### config.mk
export PLATFORM = sky130hd
export DESIGN_NAME = ex_mem_branch_stage_flat
export DESIGN_NICKNAME = d
export VERILOG_FILES = /design/src/rtl/ex_mem_branch_stage_pkg.sv /design/src/rtl/ex_mem_branch_stage_if.sv /design/src/rtl/ex_mem_branch_stage_branch_cond.sv /design/src/rtl/ex_mem_branch_stage.sv /design/src/flat_wrapper.sv
export SDC_FILE = /design/constraint.sdc
export NUM_CORES = 1
export LEC_CHECK = 0
export BUFFER_PORTS_ARGS = -buffer_cell sky130_fd_sc_hd__buf_2
export CAP_MARGIN = 20
export CORE_MARGIN = 2
export CORE_UTILIZATION = 49
export CTS_CLUSTER_DIAMETER = 50
export DETAILED_ROUTE_END_ITERATION = 10
export PLACE_DENSITY = 0.81
export REMOVE_ABC_BUFFERS = 1
export SLEW_MARGIN = 40
export SYNTH_ARGS = -nofsm -noshare
export SYNTH_HDL_FRONTEND = slang
export SYNTH_SLANG_ARGS = --single-unit
### constraint.sdc
create_clock -name clk -period 3.2 [get_ports clk]
set_input_delay 0.16 -clock clk [delete_from_list [all_inputs] [get_ports clk]]
set_output_delay 0.16 -clock clk [all_outputs]
set_load 0.005 [all_outputs]
### src/rtl/ex_mem_branch_stage_pkg.sv
// ex_mem_branch_stage_pkg: shared core types for the EX/MEM branch stage
package ex_mem_branch_stage_pkg;
  localparam int XLEN = 32;
  localparam logic [2:0] F3_BEQ  = 3'b000;
  localparam logic [2:0] F3_BNE  = 3'b001;
  localparam logic [2:0] F3_BLT  = 3'b100;
  localparam logic [2:0] F3_BGE  = 3'b101;
  localparam logic [2:0] F3_BLTU = 3'b110;
  localparam logic [2:0] F3_BGEU = 3'b111;
  typedef enum logic [1:0] {CLS_NONE, CLS_BRANCH, CLS_JAL, CLS_JALR} instr_class_e;
  typedef enum logic {RUN, REDIR} state_e;
endpackage

### src/rtl/ex_mem_branch_stage_if.sv
// ex_mem_branch_stage_if: EX-side inputs, MEM-side outputs and redirect of the EX/MEM stage
interface ex_mem_branch_stage_if;
  import ex_mem_branch_stage_pkg::*;
  logic            stall;
  logic            ex_valid;
  logic [XLEN-1:0] ex_alu_r;
  logic            ex_cf, ex_zf, ex_vf, ex_sf;
  logic            ex_branch, ex_jal, ex_jalr;
  logic [2:0]      ex_funct3;
  logic [XLEN-1:0] ex_pc, ex_imm, ex_rs2_data;
  logic [4:0]      ex_rd;
  logic            ex_reg_write, ex_mem_read, ex_mem_write;
  logic            mem_valid;
  logic [XLEN-1:0] mem_result, mem_rs2_data;
  logic [4:0]      mem_rd;
  logic [2:0]      mem_funct3;
  logic            mem_reg_write, mem_mem_read, mem_mem_write;
  logic            redirect;
  logic [XLEN-1:0] redirect_pc;
  logic            misalign;
  modport master (
    output stall, ex_valid, ex_alu_r, ex_cf, ex_zf, ex_vf, ex_sf, ex_branch, ex_jal, ex_jalr,
           ex_funct3, ex_pc, ex_imm, ex_rs2_data, ex_rd, ex_reg_write, ex_mem_read, ex_mem_write,
    input  mem_valid, mem_result, mem_rs2_data, mem_rd, mem_funct3, mem_reg_write, mem_mem_read,
           mem_mem_write, redirect, redirect_pc, misalign
  );
  modport slave (
    input  stall, ex_valid, ex_alu_r, ex_cf, ex_zf, ex_vf, ex_sf, ex_branch, ex_jal, ex_jalr,
           ex_funct3, ex_pc, ex_imm, ex_rs2_data, ex_rd, ex_reg_write, ex_mem_read, ex_mem_write,
    output mem_valid, mem_result, mem_rs2_data, mem_rd, mem_funct3, mem_reg_write, mem_mem_read,
           mem_mem_write, redirect, redirect_pc, misalign
  );
endinterface

### src/rtl/ex_mem_branch_stage_branch_cond.sv
// branch_cond: branch condition from funct3 and subtract flags (cf=1 means no borrow)
module branch_cond
  import ex_mem_branch_stage_pkg::*;
(
  input  logic [2:0] i_funct3,
  input  logic       i_cf,
  input  logic       i_zf,
  input  logic       i_vf,
  input  logic       i_sf,
  output logic       o_cond
);
  always_comb begin
    o_cond = (i_funct3 == F3_BEQ)  ? i_zf :
             (i_funct3 == F3_BNE)  ? !i_zf :
             (i_funct3 == F3_BLT)  ? (i_sf != i_vf) :
             (i_funct3 == F3_BGE)  ? (i_sf == i_vf) :
             (i_funct3 == F3_BLTU) ? !i_cf :
             (i_funct3 == F3_BGEU) ? i_cf : 1'b0;
  end
endmodule

### src/rtl/ex_mem_branch_stage.sv
// ex_mem_branch_stage: EX/MEM pipeline register with branch/jump resolution and one-cycle redirect
module ex_mem_branch_stage
  import ex_mem_branch_stage_pkg::*;
(
  input logic                  clk,
  input logic                  rst,
  ex_mem_branch_stage_if.slave bus
);
  state_e          r_state;
  logic            r_squash, r_valid, r_reg_write, r_mem_read, r_mem_write;
  logic            r_redirect, r_misalign;
  logic [XLEN-1:0] r_result, r_rs2_data, r_redirect_pc;
  logic [4:0]      r_rd;
  logic [2:0]      r_funct3;
  instr_class_e    w_cls;
  logic            w_cond, w_ok, w_link, w_taken, w_fire;
  logic [XLEN-1:0] w_target;

  branch_cond u_cond (
    .i_funct3 (bus.ex_funct3),
    .i_cf     (bus.ex_cf),
    .i_zf     (bus.ex_zf),
    .i_vf     (bus.ex_vf),
    .i_sf     (bus.ex_sf),
    .o_cond   (w_cond)
  );

  always_comb begin
    w_cls    = bus.ex_jalr ? CLS_JALR : bus.ex_jal ? CLS_JAL : bus.ex_branch ? CLS_BRANCH : CLS_NONE;
    w_ok     = bus.ex_valid & !r_squash;
    w_link   = (w_cls == CLS_JAL) | (w_cls == CLS_JALR);
    w_taken  = w_ok & (w_link | ((w_cls == CLS_BRANCH) & w_cond));
    w_fire   = !bus.stall & w_taken;
    w_target = (w_cls == CLS_JALR) ? {bus.ex_alu_r[XLEN-1:1], 1'b0} : bus.ex_pc + bus.ex_imm;
  end

  // REDIR always carries r_squash=1, so w_taken is 0 there and the state returns to RUN
  always_ff @(posedge clk) begin
    if (rst) begin
      r_state       <= RUN;
      r_squash      <= 1'b0;
      r_valid       <= 1'b0;
      r_reg_write   <= 1'b0;
      r_mem_read    <= 1'b0;
      r_mem_write   <= 1'b0;
      r_result      <= '0;
      r_rs2_data    <= '0;
      r_rd          <= '0;
      r_funct3      <= '0;
      r_redirect    <= 1'b0;
      r_redirect_pc <= '0;
      r_misalign    <= 1'b0;
    end else begin
      if (!bus.stall) begin
        r_valid     <= w_ok;
        r_reg_write <= w_ok & bus.ex_reg_write;
        r_mem_read  <= w_ok & bus.ex_mem_read;
        r_mem_write <= w_ok & bus.ex_mem_write;
        r_result    <= w_link ? bus.ex_pc + 32'd4 : bus.ex_alu_r;
        r_rs2_data  <= bus.ex_rs2_data;
        r_rd        <= bus.ex_rd;
        r_funct3    <= bus.ex_funct3;
        r_squash    <= w_fire;
      end
      r_state    <= w_fire ? REDIR : RUN;
      r_redirect <= w_fire;
      if (w_fire) begin
        r_redirect_pc <= w_target;
        r_misalign    <= w_target[1];
      end
    end
  end

  assign bus.mem_valid     = r_valid;
  assign bus.mem_reg_write = r_reg_write;
  assign bus.mem_mem_read  = r_mem_read;
  assign bus.mem_mem_write = r_mem_write;
  assign bus.mem_result    = r_result;
  assign bus.mem_rs2_data  = r_rs2_data;
  assign bus.mem_rd        = r_rd;
  assign bus.mem_funct3    = r_funct3;
  assign bus.redirect      = r_redirect;
  assign bus.redirect_pc   = r_redirect_pc;
  assign bus.misalign      = r_misalign;
endmodule

### src/flat_wrapper.sv
// flat-port wrapper written by rule: the top's interface ports become plain ports
module ex_mem_branch_stage_flat import ex_mem_branch_stage_pkg::*;
  (clk, rst, bus_stall, bus_ex_valid, bus_ex_alu_r, bus_ex_cf, bus_ex_zf, bus_ex_vf, bus_ex_sf, bus_ex_branch, bus_ex_jal, bus_ex_jalr, bus_ex_funct3, bus_ex_pc, bus_ex_imm, bus_ex_rs2_data, bus_ex_rd, bus_ex_reg_write, bus_ex_mem_read, bus_ex_mem_write, bus_mem_valid, bus_mem_result, bus_mem_rs2_data, bus_mem_rd, bus_mem_funct3, bus_mem_reg_write, bus_mem_mem_read, bus_mem_mem_write, bus_redirect, bus_redirect_pc, bus_misalign);
  ex_mem_branch_stage_if bus_i ();
  input logic clk;
  input logic rst;
  input wire logic [$bits(bus_i.stall)-1:0] bus_stall;
  input wire logic [$bits(bus_i.ex_valid)-1:0] bus_ex_valid;
  input wire logic [$bits(bus_i.ex_alu_r)-1:0] bus_ex_alu_r;
  input wire logic [$bits(bus_i.ex_cf)-1:0] bus_ex_cf;
  input wire logic [$bits(bus_i.ex_zf)-1:0] bus_ex_zf;
  input wire logic [$bits(bus_i.ex_vf)-1:0] bus_ex_vf;
  input wire logic [$bits(bus_i.ex_sf)-1:0] bus_ex_sf;
  input wire logic [$bits(bus_i.ex_branch)-1:0] bus_ex_branch;
  input wire logic [$bits(bus_i.ex_jal)-1:0] bus_ex_jal;
  input wire logic [$bits(bus_i.ex_jalr)-1:0] bus_ex_jalr;
  input wire logic [$bits(bus_i.ex_funct3)-1:0] bus_ex_funct3;
  input wire logic [$bits(bus_i.ex_pc)-1:0] bus_ex_pc;
  input wire logic [$bits(bus_i.ex_imm)-1:0] bus_ex_imm;
  input wire logic [$bits(bus_i.ex_rs2_data)-1:0] bus_ex_rs2_data;
  input wire logic [$bits(bus_i.ex_rd)-1:0] bus_ex_rd;
  input wire logic [$bits(bus_i.ex_reg_write)-1:0] bus_ex_reg_write;
  input wire logic [$bits(bus_i.ex_mem_read)-1:0] bus_ex_mem_read;
  input wire logic [$bits(bus_i.ex_mem_write)-1:0] bus_ex_mem_write;
  output wire logic [$bits(bus_i.mem_valid)-1:0] bus_mem_valid;
  output wire logic [$bits(bus_i.mem_result)-1:0] bus_mem_result;
  output wire logic [$bits(bus_i.mem_rs2_data)-1:0] bus_mem_rs2_data;
  output wire logic [$bits(bus_i.mem_rd)-1:0] bus_mem_rd;
  output wire logic [$bits(bus_i.mem_funct3)-1:0] bus_mem_funct3;
  output wire logic [$bits(bus_i.mem_reg_write)-1:0] bus_mem_reg_write;
  output wire logic [$bits(bus_i.mem_mem_read)-1:0] bus_mem_mem_read;
  output wire logic [$bits(bus_i.mem_mem_write)-1:0] bus_mem_mem_write;
  output wire logic [$bits(bus_i.redirect)-1:0] bus_redirect;
  output wire logic [$bits(bus_i.redirect_pc)-1:0] bus_redirect_pc;
  output wire logic [$bits(bus_i.misalign)-1:0] bus_misalign;
  assign bus_i.stall = bus_stall;
  assign bus_i.ex_valid = bus_ex_valid;
  assign bus_i.ex_alu_r = bus_ex_alu_r;
  assign bus_i.ex_cf = bus_ex_cf;
  assign bus_i.ex_zf = bus_ex_zf;
  assign bus_i.ex_vf = bus_ex_vf;
  assign bus_i.ex_sf = bus_ex_sf;
  assign bus_i.ex_branch = bus_ex_branch;
  assign bus_i.ex_jal = bus_ex_jal;
  assign bus_i.ex_jalr = bus_ex_jalr;
  assign bus_i.ex_funct3 = bus_ex_funct3;
  assign bus_i.ex_pc = bus_ex_pc;
  assign bus_i.ex_imm = bus_ex_imm;
  assign bus_i.ex_rs2_data = bus_ex_rs2_data;
  assign bus_i.ex_rd = bus_ex_rd;
  assign bus_i.ex_reg_write = bus_ex_reg_write;
  assign bus_i.ex_mem_read = bus_ex_mem_read;
  assign bus_i.ex_mem_write = bus_ex_mem_write;
  assign bus_mem_valid = bus_i.mem_valid;
  assign bus_mem_result = bus_i.mem_result;
  assign bus_mem_rs2_data = bus_i.mem_rs2_data;
  assign bus_mem_rd = bus_i.mem_rd;
  assign bus_mem_funct3 = bus_i.mem_funct3;
  assign bus_mem_reg_write = bus_i.mem_reg_write;
  assign bus_mem_mem_read = bus_i.mem_mem_read;
  assign bus_mem_mem_write = bus_i.mem_mem_write;
  assign bus_redirect = bus_i.redirect;
  assign bus_redirect_pc = bus_i.redirect_pc;
  assign bus_misalign = bus_i.misalign;
  ex_mem_branch_stage u_core (.clk(clk), .rst(rst), .bus(bus_i));
endmodule
==> out/results.ini, run 1 <==
[layout]
drive_gt1_share_pct = 29.1
fillers = 1154
diodes = 0
finalInstanceArea_sq_um = 8110
syn_to_final_growth_pct = 26.2
nNetsFinal = 1217
post-route-util_pct = 63.8

[clock_network]
post_cts_buffers = 0
insertion_delay_ns = 0.35
cts_root_buf = clkbuf_16
cts_tree = yes
cts_resized = 0
hold_buffers = 0
clkSinkCount = 110
clock_path_buffers = 2
path_clk_slew_ns = 0.08
cts_made_buffers = 9
htreeDepth = 3

[timing]
skew_ns = 0.00797
rsz0062_at_grt = false
hold_violations = 0
worstMarginPinSlew_ns = 0.778
min_period_ns = 2.75
max_freq_mhz = 363
slew_violations = 0
whs_ns = 0.0339
tns_ns = 0
setup_viol = 0
relSlewSlack_pct = 48.1
period_share_pct = 86.1
timing.final.ws_setup_ns = 0.445

[yosys]
ys_types = 56
synth_area_leaders = dfxtp_1, nor2_1, a21oi_1
synth_edf_count = 0
yosysSeqAreaShare_pct = 34.2
synth_common_cells = nor2_1, dfxtp_1, a21oi_1
yosysWarnings = 0
yosys_register_bits = 110
ys_dominant_reg_cell = dfxtp_1
synthArstFlopShare_pct = 0
synth.top_cell.area_share_pct = 34.2
yosysMostFrequentCell = nor2_1
netlist_area_sq_um = 6430
yosys.area.top_type = dfxtp_1
avgSynthCellArea_sq_um = 7.98
synthCells = 806

[routing]
first_pass_iters = 5
route.vias.total = 6655
wl_per_cell_um = 16.4
via_per_inst = 5.50
ant_nets = 0
drt-initial-drc-count = 384
drc = 0
routed_wl_mm = 19.8

[pwr]
ir_worst_vdd_mv = 0.237
leakage_nw = 3.95
p_per_area_nw_per_um2 = 426

[global_route]
grt_pass1_vias = 6259
grt_max_degree = 64
grt_usage_pct = 27.5
overflow = 0
grt_pass1_wl_mm = 31.3
antenna_found_initial = 0

[worst_setup_path]
worstSetupPathType = in2reg
r2r-start = u_core.r_squash$_SDFFE_PP0N_
cpPeakStageDelay_ns = 0.45
cp_slowest_cell = fa_1
reg2reg_depth = 7
path_cells = buf_2 -> ha_1 -> fa_1 -> a211oi_1 -> nor2_1 -> o31ai_2 -> a21oi_2 -> a221oi_2 -> o31a_2 -> o21ai_1 -> a221oi_2 -> xor2_1 -> o21ai_1
crit_fanout = 3
crit_path_end_kind = flip-flop
arrival_ns = 2.99
timing.rr.end = u_core.bus.redirect_pc[13]$_SDFFE_PP0P_
startpoint_type = input pin
r2r_slack_ns = 1.42
required_ns = 3.44

[floorplan]
die-width_um = 119
start_util_pct = 50.5
die_area_sq_um = 14100
core_area_sq_um = 12700
io_pins = 260
rows = 41
die_y_um = 119

[placed_design]
dp_hpwl_mm = 14.8
portBuffers = 259
dp_slack_ns = 0.108
placed_area_sq_um = 7840
gp_congestion = 0.886

[worst_hold_path]
worst_hold_path.endpoint = u_core.bus.mem_rs2_data[12]$_SDFFE_PP0N_
min-delay-start = bus_ex_rs2_data[12]
min_path_type = in2reg
holdPathStages = 3

[run_status]
status = finished clean

[job]
cap_violations = 0

[state kept, by name, summed over array words and instances (netlist names)]
name	flops
u_core.bus.mem_result	32
u_core.bus.redirect_pc	32
u_core.bus.mem_rd	5
u_core.r_squash	1
u_core.bus.redirect	1
u_core.bus.mem_reg_write	1
u_core.bus.mem_valid	1
u_core.bus.mem_funct3	3
u_core.bus.mem_mem_write	1
u_core.bus.mem_rs2_data	32
u_core.bus.mem_mem_read	1
[layout by cell type (no fill, tap or decap), types with 2 or more instances in the layout]
cell | Yosys | final
or3_1 | 5 | 5
a221oi_2 | 2 | 2
a31oi_1 | 5 | 5
o211ai_1 | 3 | 3
nor3_1 | 7 | 7
nor2_1 | 137 | 137
xnor2_1 | 19 | 19
o22ai_1 | 10 | 10
clkbuf_16 | 0 | 9
a21oi_2 | 2 | 2
mux2i_1 | 42 | 42
o211a_1 | 2 | 2
a211o_1 | 4 | 4
nor2b_1 | 5 | 5
or2_2 | 3 | 3
nand3_1 | 16 | 16
and3_4 | 2 | 2
inv_1 | 7 | 7
a311oi_1 | 3 | 3
o21bai_1 | 4 | 4
o21a_1 | 2 | 2
a21o_1 | 12 | 12
o21ai_1 | 4 | 4
xor2_1 | 33 | 33
dfxtp_1 | 110 | 110
a31o_2 | 2 | 2
nand2_1 | 49 | 49
and3_1 | 23 | 23
nand4_1 | 6 | 6
clkinv_4 | 0 | 2
ha_1 | 32 | 32
nor3b_1 | 3 | 2
a21oi_1 | 92 | 92
buf_2 | 0 | 257
a211oi_1 | 37 | 37
buf_4 | 1 | 13
inv_6 | 0 | 2
o21ai_0 | 42 | 41
nand2b_1 | 7 | 7
a22oi_1 | 3 | 3
[kinds of logic after synthesis]
family	Yosys count	share of synthesized area, %
AOI/OAI and AO/OA	238	23.0
xor gates and xnor gates	52	7.08
adders and majority gates	33	6.54
buffers and inverters	60	3.56
DFF	110	34.2
muxes	42	6.54
and+or+nand+nor	271	19.1
[power breakdown]
| group | internal [mW] | switching, mW |
|---|---|---|
| Clock | 0.539 | 0.552 |
| Combinational | 0.386 | 0.483 |
| Sequential | 1.46 | 0.0412 |
[cell type report]
type	count	area (sq um)	area share, %
clock buffers	9	225	2.78
clock inverters	6	53.8	0.663
inverters	7	26.3	0.324
multi-input cells	636	4010	49.4
flip-flops and latches	110	2200	27.1
well taps	172	215	2.65
repair buffers	270	1380	17.1
[worst max path at each step]
stage,startpoint,to,slack [ns],cells after the start
3_5_place_dp,bus_ex_imm[0],u_core.bus.redirect_pc[30]$_SDFFE_PP0P_,0.11,13
3_3_place_gp,bus_ex_imm[0],u_core.bus.redirect_pc[30]$_SDFFE_PP0P_,0.19,13
5_1_grt,bus_ex_pc[0],u_core.bus.redirect_pc[30]$_SDFFE_PP0P_,0.31,13
6_report,bus_ex_imm[0],u_core.bus.redirect_pc[30]$_SDFFE_PP0P_,0.45,13
4_1_cts,bus_ex_imm[0],u_core.bus.redirect_pc[30]$_SDFFE_PP0P_,0.48,13
2_1_floorplan,bus_ex_jal,u_core.bus.redirect_pc[21]$_SDFFE_PP0P_,0.11,6
[routing by layer]
metal / part of all wire [%] / global-route usage (%) / vias up
li1: - / - / 3319
met1: 43 / 34.8 / 3027
met2: 47 / 46.9 / 272
met3: 7.5 / 5.26 / 37
met4: 2.5 / 9.38 / 0
met5: 0 / 0 / -
[critical path: cells and delay by family]
| family | cells | cell delay [ns] |
|---|---|---|
| buffers and inverters | 1 | 0.10 |
| XOR/XNOR | 1 | 0.18 |
| AO/OA/AOI/OAI | 8 | 1.73 |
| adder cells (fa/ha/maj) | 2 | 0.69 |
| AND/OR/NAND/NOR | 1 | 0.12 |
[metrics by stage]
stage	std cells	power (mW)
floorplan	753	2.00
global placement	1195	2.37
detailed placement	1195	2.39
CTS	1210	3.47
global route	1210	3.63
finish	1210	3.46
No activity file was read; power rests on OpenSTA's default activity.
==> run 2: changes to the inputs <==
--- a/config.mk
+++ b/config.mk
@@ -5,13 +5,14 @@
 export SDC_FILE = /design/constraint.sdc
 export NUM_CORES = 1
 export LEC_CHECK = 0
+export ABC_AREA = 1
 export BUFFER_PORTS_ARGS = -buffer_cell sky130_fd_sc_hd__buf_2
 export CAP_MARGIN = 20
 export CORE_MARGIN = 2
-export CORE_UTILIZATION = 49
+export CORE_UTILIZATION = 52
 export CTS_CLUSTER_DIAMETER = 50
 export DETAILED_ROUTE_END_ITERATION = 10
-export PLACE_DENSITY = 0.81
+export PLACE_DENSITY = 0.82
 export REMOVE_ABC_BUFFERS = 1
 export SLEW_MARGIN = 40
 export SYNTH_ARGS = -nofsm -noshare
==> run 2 against run 1 <==
  * Via count rose by 33%
  * Clock skew barely moved
  * Critical path type unchanged
  * Design area rose by 15%
  * Worst setup slack improved by 0.95 ns
  * Die area rose by 11%
  * Combinational power rose by 19%
  * Core utilization rose by 0.85 points
  * Sequential power barely moved
  * Routed wire length rose by 28%
==> out/results.ini, run 2 <==
[run_status]
status = finished clean  ; unchanged

[layout]
mostFrequentLayoutCells = nand2_1, buf_2, nor2_1  ; was buf_2, nor2_1, dfxtp_1
final_common_cell = nand2_1  ; was buf_2
seq_area_sq_um = 2200  ; unchanged
drive_gt1_share_pct = 21.2  ; was 29.1%
fillers = 1407  ; was 1154
nNetsFinal = 1675  ; was 1217
syn_to_final_growth_pct = 22.3  ; was 26.2%
multi_input_area_sq_um = 4630  ; was 4010 sq um

[job]
cap_violations = 0  ; unchanged

[routing]
routed_wl_mm = 25.3  ; was 19.8 mm
ant_nets = 0  ; unchanged
route.vias.total = 8858  ; was 6655
drt-initial-drc-count = 773  ; was 384
first_pass_iters = 6  ; was 5
via_per_inst = 5.27  ; was 5.50
wl_per_cell_um = 15.1  ; was 16.4 um
drc = 0  ; unchanged

[placed_design]
gp_congestion = 0.972  ; was 0.886
portBuffers = 259  ; unchanged
dp_hpwl_mm = 19.7  ; was 14.8 mm
dp_slack_ns = 1.04  ; was 0.108 ns

[clock_network]
cts_tree = yes  ; unchanged
clock_path_buffers = 2  ; unchanged
post_cts_buffers = 0  ; unchanged
hold_buffers = 0  ; unchanged
cts_made_buffers = 9  ; unchanged
htreeDepth = 3  ; unchanged
path_clk_slew_ns = 0.08  ; about the same
cts_root_buf = clkbuf_16  ; unchanged
cts_resized = 0  ; unchanged
clkSinkCount = 110  ; unchanged
insertion_delay_ns = 0.37  ; was 0.35 ns

[global_route]
grt_pass1_vias = 8113  ; was 6259
antenna_found_initial = 1  ; was 0
grt_max_degree = 83  ; was 64
grt_usage_pct = 31.9  ; was 27.5%
overflow = 0  ; unchanged
grt_pass1_wl_mm = 40.6  ; was 31.3 mm

[yosys]
synth.top_cell.area_share_pct = 28.9  ; was 34.2%
yosys_register_bits = 110  ; unchanged
yosysMostFrequentCell = nand2_1  ; was nor2_1
netlist_area_sq_um = 7620  ; was 6430 sq um
avgSynthCellArea_sq_um = 6.06  ; was 7.98 sq um
ys_dominant_reg_cell = dfxtp_1  ; unchanged
yosys.area.top_type = dfxtp_1  ; unchanged
ys_types = 46  ; was 56
synthCells = 1258  ; was 806
synthArstFlopShare_pct = 0  ; unchanged
synth_edf_count = 0  ; unchanged
yosysSeqAreaShare_pct = 28.9  ; was 34.2%
synth_common_cells = nand2_1, nor2_1, inv_1  ; was nor2_1, dfxtp_1, a21oi_1
yosysWarnings = 0  ; unchanged
synth_area_leaders = dfxtp_1, nand2_1, nor2_1  ; was dfxtp_1, nor2_1, a21oi_1

[floorplan]
rows = 44  ; was 41
die-width_um = 125  ; was 119 um
die_y_um = 125  ; was 119 um
io_pins = 260  ; unchanged
die_area_sq_um = 15600  ; was 14100 sq um
start_util_pct = 52.8  ; was 50.5%
core_area_sq_um = 14400  ; was 12700 sq um

[pwr]
ir_worst_vdd_mv = 0.260  ; was 0.237 mV
p_per_area_nw_per_um2 = 395  ; was 426 nW/um^2
leakage_nw = 5.19  ; was 3.95 nW

[timing]
max_freq_mhz = 554  ; was 363 MHz
skew_ns = 0.00845  ; was 0.00797 ns
worstMarginPinSlew_ns = 0.664  ; was 0.778 ns
whs_ns = 0.0281  ; was 0.0339 ns
hold_violations = 0  ; unchanged
timing.final.ws_setup_ns = 1.39  ; was 0.445 ns
period_share_pct = 56.4  ; was 86.1%
min_period_ns = 1.81  ; was 2.75 ns
relSlewSlack_pct = 55.7  ; was 48.1%
tns_ns = 0  ; unchanged
setup_viol = 0  ; unchanged
rsz0062_at_grt = false  ; unchanged
slew_violations = 0  ; unchanged

[worst_setup_path]
crit_fanout = 4  ; was 3
required_ns = 3.44  ; about the same
r2r-start = u_core.r_squash$_SDFFE_PP0N_  ; unchanged
startpoint_type = input pin  ; unchanged
arrival_ns = 2.05  ; was 2.99 ns
worstSetupPathType = in2reg  ; unchanged
cp-startpoint = bus_ex_imm[0]  ; unchanged
r2r_slack_ns = 1.67  ; was 1.42 ns
crit_path_end_kind = flip-flop  ; unchanged
reg2reg_depth = 8  ; was 7

[worst_hold_path]
holdPathStages = 3  ; unchanged
min_path_type = in2reg  ; unchanged
min-delay-start = bus_ex_rd[2]  ; was bus_ex_rs2_data[12]

run 2: area by class of cell:
type / instances / share of cell area (%)
Antenna cell: 1 / 0.0268
Clock buffer: 9 / 2.42
Sequential cell: 110 / 23.6
Inverter: 153 / 6.16
Tap cell: 184 / 2.47
Multi-Input combinational cell: 949 / 49.7
Clock inverter: 7 / 0.846
Timing Repair Buffer: 269 / 14.8
run 2: path summary, 6_finish.rpt:
check,to
max,u_core.bus.redirect_pc[22]$_SDFFE_PP0P_
min,u_core.bus.mem_rd[2]$_SDFFE_PP0N_
max reg2reg,u_core.bus.redirect_pc[24]$_SDFFE_PP0P_
min reg2reg,u_core.bus.mem_mem_write$_SDFFE_PP0N_
run 2: per-stage QoR:
step / util, % / total power, mW / std cells / area [sq um]
final: 64.6 / 3.68 / 1682 / 9320
after global routing: 64.6 / 3.88 / 1682 / 9320
after CTS: 64.6 / 3.68 / 1681 / 9320
after detailed placement: 62.5 / 2.55 / 1665 / 9010
after global placement: 62.5 / 2.53 / 1665 / 9010
after floorplan: - / 2.12 / 1212 / 7410
run 2: critical path: stages:
cell     delay, ns
buf_2         0.10
ha_1          0.27
fa_1          0.46
nand3_1       0.11
nand3_1       0.16
nand2_1       0.11
nand2_1       0.08
nand2_1       0.06
nand2_1       0.13
nand2_1       0.12
nand2_1       0.05
nand2_1       0.05
nand3_1       0.06
nand2_1       0.08
a21oi_1       0.05
run 2: logic make-up after synthesis:
logic type / synth area share [%]
flops: 28.9
mux: 0.131
buf+inv: 10.4
simple gates: 36.5
xor+xnor: 4.83
compound gates: 13.8
fa+ha+maj: 5.52
run 2: per-layer routing:
layer / GRT usage [%] / wire [um]
met1: 41.4 / 10600
met2: 52.6 / 11600
met3: 6.38 / 2350
met4: 12.1 / 814
met5: 0 / 0
run 2: report_power, final:
group | internal (mW) | total, mW | switching [mW]
registers | 1.46 | 1.51 | 0.0454
logic | 0.387 | 1.03 | 0.639
clock network | 0.557 | 1.15 | 0.592
total | 2.41 | 3.68 | 1.28
